**config.mk**
```make
export PLATFORM = sky130hd
export DESIGN_NAME = j17_fetch_decode
export DESIGN_NICKNAME = d
export VERILOG_FILES = /design/src/rtl/j17_pkg.sv /design/src/rtl/j17_decoder.sv /design/src/rtl/j17_fetch_decode.sv
export SDC_FILE = /design/constraint.sdc
export NUM_CORES = 1
export LEC_CHECK = 0
export ABC_AREA = 0
export BUFFER_PORTS_ARGS = -buffer_cell sky130_fd_sc_hd__clkbuf_2
export CORE_ASPECT_RATIO = 0.6
export CORE_MARGIN = 1
export CORE_UTILIZATION = 52
export CTS_CLUSTER_SIZE = 25
export DETAILED_ROUTE_END_ITERATION = 10
export PLACE_DENSITY = 0.95
export SETUP_SLACK_MARGIN = 0.15
export SLEW_MARGIN = 20
export SYNTH_ARGS = -nofsm -noshare
export SYNTH_HDL_FRONTEND = slang
export SYNTH_SLANG_ARGS = --single-unit
```
**constraint.sdc**
```tcl
create_clock -name clock -period 4.9 [get_ports clock]
set_clock_uncertainty 0.15 [all_clocks]
set_input_delay 0.245 -clock clock [delete_from_list [all_inputs] [get_ports clock]]
set_output_delay 0.245 -clock clock [all_outputs]
set_load 0.005 [all_outputs]
```
**src/rtl/j17_pkg.sv**
```systemverilog
// Shared opcode map, FSM states and control-bundle layout for the J17 fetch/decode stage.
// Nothing in here holds state or adds latency.
package j17_pkg;

  localparam logic [4:0] OPC_NOP      = 5'h00;
  localparam logic [4:0] OPC_ALU_LAST = 5'h0B;
  localparam logic [4:0] OPC_LOAD     = 5'h10;
  localparam logic [4:0] OPC_STORE    = 5'h11;
  localparam logic [4:0] OPC_MOVI     = 5'h12;
  localparam logic [4:0] OPC_HALT     = 5'h17;
  localparam logic [4:0] OPC_BR_BASE  = 5'h18;

  localparam logic [1:0] RAM_IDLE = 2'b00;
  localparam logic [1:0] RAM_RD   = 2'b01;
  localparam logic [1:0] RAM_WR   = 2'b10;

  localparam logic [1:0] WB_ALU = 2'd0;
  localparam logic [1:0] WB_IMM = 2'd1;

  typedef enum logic [2:0] {FETCH, DECODE, EXEC, MEM, HALT} state_t;

  typedef struct packed {
    logic [4:0]  alucode;
    logic [4:0]  op1;
    logic [19:0] op2;
    logic        imcontrol;
    logic        flag;
    logic [2:0]  pccontrol;
    logic [1:0]  writecode;
    logic        wr_reg;
    logic        is_load;
    logic        is_store;
    logic        is_halt;
    logic        illegal;
  } ctrl_t;

endpackage

```
**src/rtl/j17_decoder.sv**
```systemverilog
// Combinational instruction-word to control-bundle decoder; zero latency.
// Unknown opcodes decode as NOP with the illegal flag raised.
module j17_decoder
  import j17_pkg::*;
(
  input  logic [31:0] instr,
  output ctrl_t       ctrl
);

  logic [4:0] opc;
  logic       unused_bit;

  assign opc        = instr[31:27];
  assign unused_bit = instr[20];

  always_comb begin
    ctrl     = '0;
    ctrl.op1 = instr[26:22];
    ctrl.op2 = instr[19:0];
    if (opc >= 5'h01 && opc <= OPC_ALU_LAST) begin
      ctrl.alucode   = opc;
      ctrl.imcontrol = instr[21];
      ctrl.writecode = WB_ALU;
      ctrl.wr_reg    = 1'b1;
    end else if (opc >= OPC_BR_BASE) begin
      // 0x18 naturally yields condition 0, i.e. fall-through
      ctrl.pccontrol = opc[2:0];
    end else begin
      case (opc)
        OPC_NOP: ;
        OPC_LOAD: begin
          ctrl.imcontrol = 1'b1;
          ctrl.flag      = 1'b1;
          ctrl.writecode = WB_IMM;
          ctrl.is_load   = 1'b1;
        end
        OPC_STORE: ctrl.is_store = 1'b1;
        OPC_MOVI: begin
          ctrl.imcontrol = 1'b1;
          ctrl.writecode = WB_IMM;
          ctrl.wr_reg    = 1'b1;
        end
        OPC_HALT: ctrl.is_halt = 1'b1;
        default:  ctrl.illegal = 1'b1;
      endcase
    end
  end

endmodule

```
**src/rtl/j17_fetch_decode.sv**
```systemverilog
// J17 fetch/decode sequencer: 3 cycles per instruction (4 for LOAD) plus one per imem wait cycle.
// imem_req is held until imem_ack; a fetch that waits FETCH_TIMEOUT cycles faults and halts.
module j17_fetch_decode
  import j17_pkg::*;
#(
  parameter int IADDR_W       = 10,
  parameter int FETCH_TIMEOUT = 16
) (
  input  logic               clock,
  input  logic               reset,
  input  logic [31:0]        pc,
  output logic               imem_req,
  output logic [IADDR_W-1:0] imem_addr,
  input  logic               imem_ack,
  input  logic [31:0]        imem_data,
  output logic [4:0]         alucode,
  output logic [4:0]         op1,
  output logic [19:0]        op2,
  output logic               imControl,
  output logic               flag,
  output logic               regenable,
  output logic [1:0]         ramenable,
  output logic [2:0]         pcControl,
  output logic [1:0]         writecode,
  output logic               pc_step,
  output logic [31:0]        retired,
  output logic               halted,
  output logic               fault
);

  localparam int CW = $clog2(FETCH_TIMEOUT + 1);
  localparam logic [CW-1:0] TO_LAST = CW'(FETCH_TIMEOUT - 1);

  state_t        state, state_nxt;
  logic [31:0]   ir;
  logic [CW-1:0] cnt;
  ctrl_t         ctrl;
  logic          unused_pc;

  assign unused_pc = ^pc;

  // ir only changes on the accepting edge, so decoded outputs hold from DECODE to the next DECODE
  j17_decoder u_dec (
    .instr (ir),
    .ctrl  (ctrl)
  );

  assign alucode   = ctrl.alucode;
  assign op1       = ctrl.op1;
  assign op2       = ctrl.op2;
  assign imControl = ctrl.imcontrol;
  assign flag      = ctrl.flag;
  assign pcControl = ctrl.pccontrol;
  assign writecode = ctrl.writecode;

  always_ff @(posedge clock or posedge reset) begin
    if (reset) state <= FETCH;
    else       state <= state_nxt;
  end

  always_comb begin
    state_nxt = state;
    imem_req  = 1'b0;
    imem_addr = '0;
    regenable = 1'b0;
    pc_step   = 1'b0;
    ramenable = RAM_IDLE;
    case (state)
      FETCH: begin
        // gated by reset so the request drops combinationally when reset asserts
        imem_req  = !reset;
        imem_addr = reset ? '0 : pc[IADDR_W-1:0];
        if (imem_ack)          state_nxt = DECODE;
        else if (cnt == TO_LAST) state_nxt = HALT;
      end
      DECODE: state_nxt = EXEC;
      EXEC: begin
        if (ctrl.is_load) begin
          ramenable = RAM_RD;
          state_nxt = MEM;
        end else if (ctrl.is_halt) begin
          state_nxt = HALT;
        end else begin
          regenable = ctrl.wr_reg;
          pc_step   = 1'b1;
          ramenable = ctrl.is_store ? RAM_WR : RAM_IDLE;
          state_nxt = FETCH;
        end
      end
      MEM: begin
        regenable = 1'b1;
        pc_step   = 1'b1;
        ramenable = RAM_RD;
        state_nxt = FETCH;
      end
      HALT:    state_nxt = HALT;
      default: state_nxt = FETCH;
    endcase
  end

  always_ff @(posedge clock or posedge reset) begin
    if (reset) begin
      ir      <= '0;
      cnt     <= '0;
      retired <= '0;
      halted  <= 1'b0;
      fault   <= 1'b0;
    end else begin
      if (state == FETCH) begin
        if (imem_ack) begin
          ir  <= imem_data;
          cnt <= '0;
        end else if (cnt == TO_LAST) begin
          fault  <= 1'b1;
          halted <= 1'b1;
          cnt    <= '0;
        end else begin
          cnt <= cnt + CW'(1);
        end
      end
      if (pc_step)                      retired <= retired + 32'd1;
      if (state == EXEC && ctrl.illegal) fault  <= 1'b1;
      if (state == EXEC && ctrl.is_halt) halted <= 1'b1;
    end
  end

endmodule

```
==> qor.yml <==
yosys.area.top_type: "dfrtp_1"
outcome: "finished clean"
wire_per_inst_um: 14.9
yosysTopAreaCellShare: 0.506
powerDensity_nw_per_um2: 276
synth_seq_cells: 73
power.sequential.fraction: 0.471
cp-end-kind: "output pin"
r2r_cells: 6
wl_mm: 8.22
max_freq_mhz: 368
critPathKind: "reg2out"
numClockSinks: 73
start_kind: "flip-flop"
setup_tns_ns: 0
arrival_ns: 2.32
power.total_mw: 1.28
start_util: 0.540
ir_drop_mv: 0.239
area_growth_pct: 28.9
diodes: 0
ant_nets: 0
antenna_found_initial: 0
finalHoldViolations: 0
fin_area_um2: 4650
yosysSeqAreaShare: 0.506
met1_usage: 0.286
path_clk_slew_ns: 0.06
top_usage_layer: "met2"
die_area_um2: 7290
synth_edf_count: 0
grt_pass1_vias: 2666
cts_tree: "built"
grt_max_degree: 53
switchingPower_uw: 260
place_area_um2: 4120
leakagePower_nw: 2.52
drt_iter0_markers: 181
cts_buffer_depth: 2
use_met2: 0.397
overflow: 0
p_sw_frac: 0.202
setup_viol: 0
root_buffer: "clkbuf_16"
htreeDepth: 3
grt_setup_unrepaired: "no"
track_usage: 0.234
ys.flop_type: "dfrtp_1"
io_pins: 153
fin_crit_ns: 2.72
fin_crit_sh: 0.554
slew_headroom: 0.494
drc_errors: 0
core-area_um2: 6680
combPwrFrac: 0.038
grt_pass1_wl_mm: 12.6
clock_latency_ns: 0.33
p_int_mw: 1.02
worst_pin_slew_ns: 0.753
cap_violations: 0
synthesis.area_per_instance_um2: 10.8
num_vias: 2878
syn_inst: 333
cts_buffers: 9
num_rows: 23
syn-cell-area_um2: 3610
worstHoldPathCells: 2
layout-drive-gt1-share: 0.392
maxSlewViolCount: 0
die_h_um: 66.5
ys_top_cells_by_area: "dfrtp_1 (51%), mux2_2 (9.4%), buf_4 (5.8%), xnor2_1 (3.9%), xor2_1 (3.9%)"
yosys_warnings: 0
min_path_type: "in2reg"
ys_types: 43
post-place-cells: 511
met3_usage: 0.0685
nNetsFinal: 528
worst_ep_required_time_ns: 4.51
timing.hold.ws_ns: 0.00744
crit_fanout: 11
post-dp-hpwl_mm: 5.55
fin_cells: 551
die_x_um: 110
p_clk_frac: 0.491
portBuffers: 127
async_flop_share: 1.00
gp_congestion: 0.870
post_cts_buffers: 0
viasPerCell: 5.22
firstDrtPassIters: 4
## what timing repair did
item / 4_1_cts / 5_1_grt
hold buffers: 24 / 0
endpoints found under the hold margin: 52 / 0
resized for setup: 0 / 0
## layout make-up
| type | count | area (µm²) |
|---|---|---|
| repair buffers | 154 | 898 |
| fillers | 490 | 2030 |
| inverters | 4 | 16.3 |
| clock buffers | 11 | 233 |
| multi-input cells | 217 | 1510 |
| flip-flops and latches | 73 | 1830 |
| well taps | 87 | 109 |
| clock inverters | 5 | 56.3 |
## metrics by stage
stage | utilization | setup WS, ns
2_1_floorplan | - | 1.52
3_5_place_dp | 0.617 | 2.47
4_1_cts | 0.696 | 2.16
5_1_grt | 0.696 | 2.00
6_report | 0.696 | 2.18
3_3_place_gp | 0.617 | 2.51
## layer usage
layer | up-vias | routed length, µm
met1 | 1387 | 3540
li1 | 1368 | -
met2 | 116 | 4100
met4 | 0 | 81
met3 | 7 | 499
met5 | - | 0
## power by group through the flow
stage / combinational [mW] / clock [mW] / sequential (mW)
after CTS: 0.0484 / 0.645 / 0.604
after global routing: 0.0543 / 0.672 / 0.604
after detailed placement: 0.0334 / 0 / 0.615
after global placement: 0.0320 / 0 / 0.615
after floorplan: 0.0125 / 0 / 0.615
final: 0.0482 / 0.630 / 0.605
## critical path, cell delays in order (launching register included)
cell and delay (ns):
dfrtp_1 0.49, or3_1 0.46, a211oi_2 0.42, nand2b_1 0.40, nor2_1 0.10, clkbuf_2 0.13
## Yosys cell counts (2+ instances only)
cell / instances
inv_1: 3
nand2b_1: 8
nor2b_1: 2
clkbuf_1: 9
buf_4: 28
or3_1: 4
nor3_1: 11
nor3b_1: 2
and2_1: 6
nand2_1: 28
ha_1: 2
and4_1: 2
a21o_1: 2
buf_2: 3
mux2_2: 30
dfrtp_1: 73
nand4_1: 7
xor2_1: 16
xnor2_1: 16
nand3_1: 12
nor4_1: 2
o21a_1: 2
nor2_1: 21
and3_1: 16
o21ai_0: 5
or4_1: 2
a21oi_1: 5
## registers in the layout, indices dropped and copies added (netlist names)
register,cells
retired,32
ir,31
cnt,5
state,3
fault,1
halted,1
## placed cells by master, fill, tap and decap left out, drive strengths merged, types with 4 or more instances in the layout
cell type    synthesis  routed
clkbuf               9     138
dfrtp               73      73
mux2                30      30
nand2               28      28
dlygate4sd3          0      24
nor2                21      21
and3                16      16
xnor2               16      16
xor2                16      16
nand3               13      13
nor3                11      11
nand2b               8       8
nand4                7       7
and2                 6       6
o21ai                5       5
a21oi                5       5
or3                  4       4
clkinv               0       4
## worst paths after layout
kind,startpoint,end,slack [ns]
hold / removal,imem_data[11],ir[11]$_DFFE_PP0P_,0.007
setup / recovery,ir[27]$_DFFE_PP0P_,regenable,2.18
setup reg to reg,ir[27]$_DFFE_PP0P_,retired[4]$_DFFE_PP0P_,2.44
max in group asynchronous,reset,ir[14]$_DFFE_PP0P_,3.24
hold reg to reg,halted$_DFFE_PP0P_,halted$_DFFE_PP0P_,0.33
min in group asynchronous,reset,cnt[1]$_DFFE_PP0P_,0.34
## cell families after synthesis
logic type	count (synthesis)	synth area share
and+or+nand+nor	131	0.202
adders and majority gates	2	0.00694
buffers and inverters	44	0.0760
xor gates and xnor gates	32	0.0777
DFF	73	0.506
AOI/OAI and AO/OA	20	0.0361
muxes	30	0.0937
other	1	0.00104
Power figures use the tool's default switching activity.
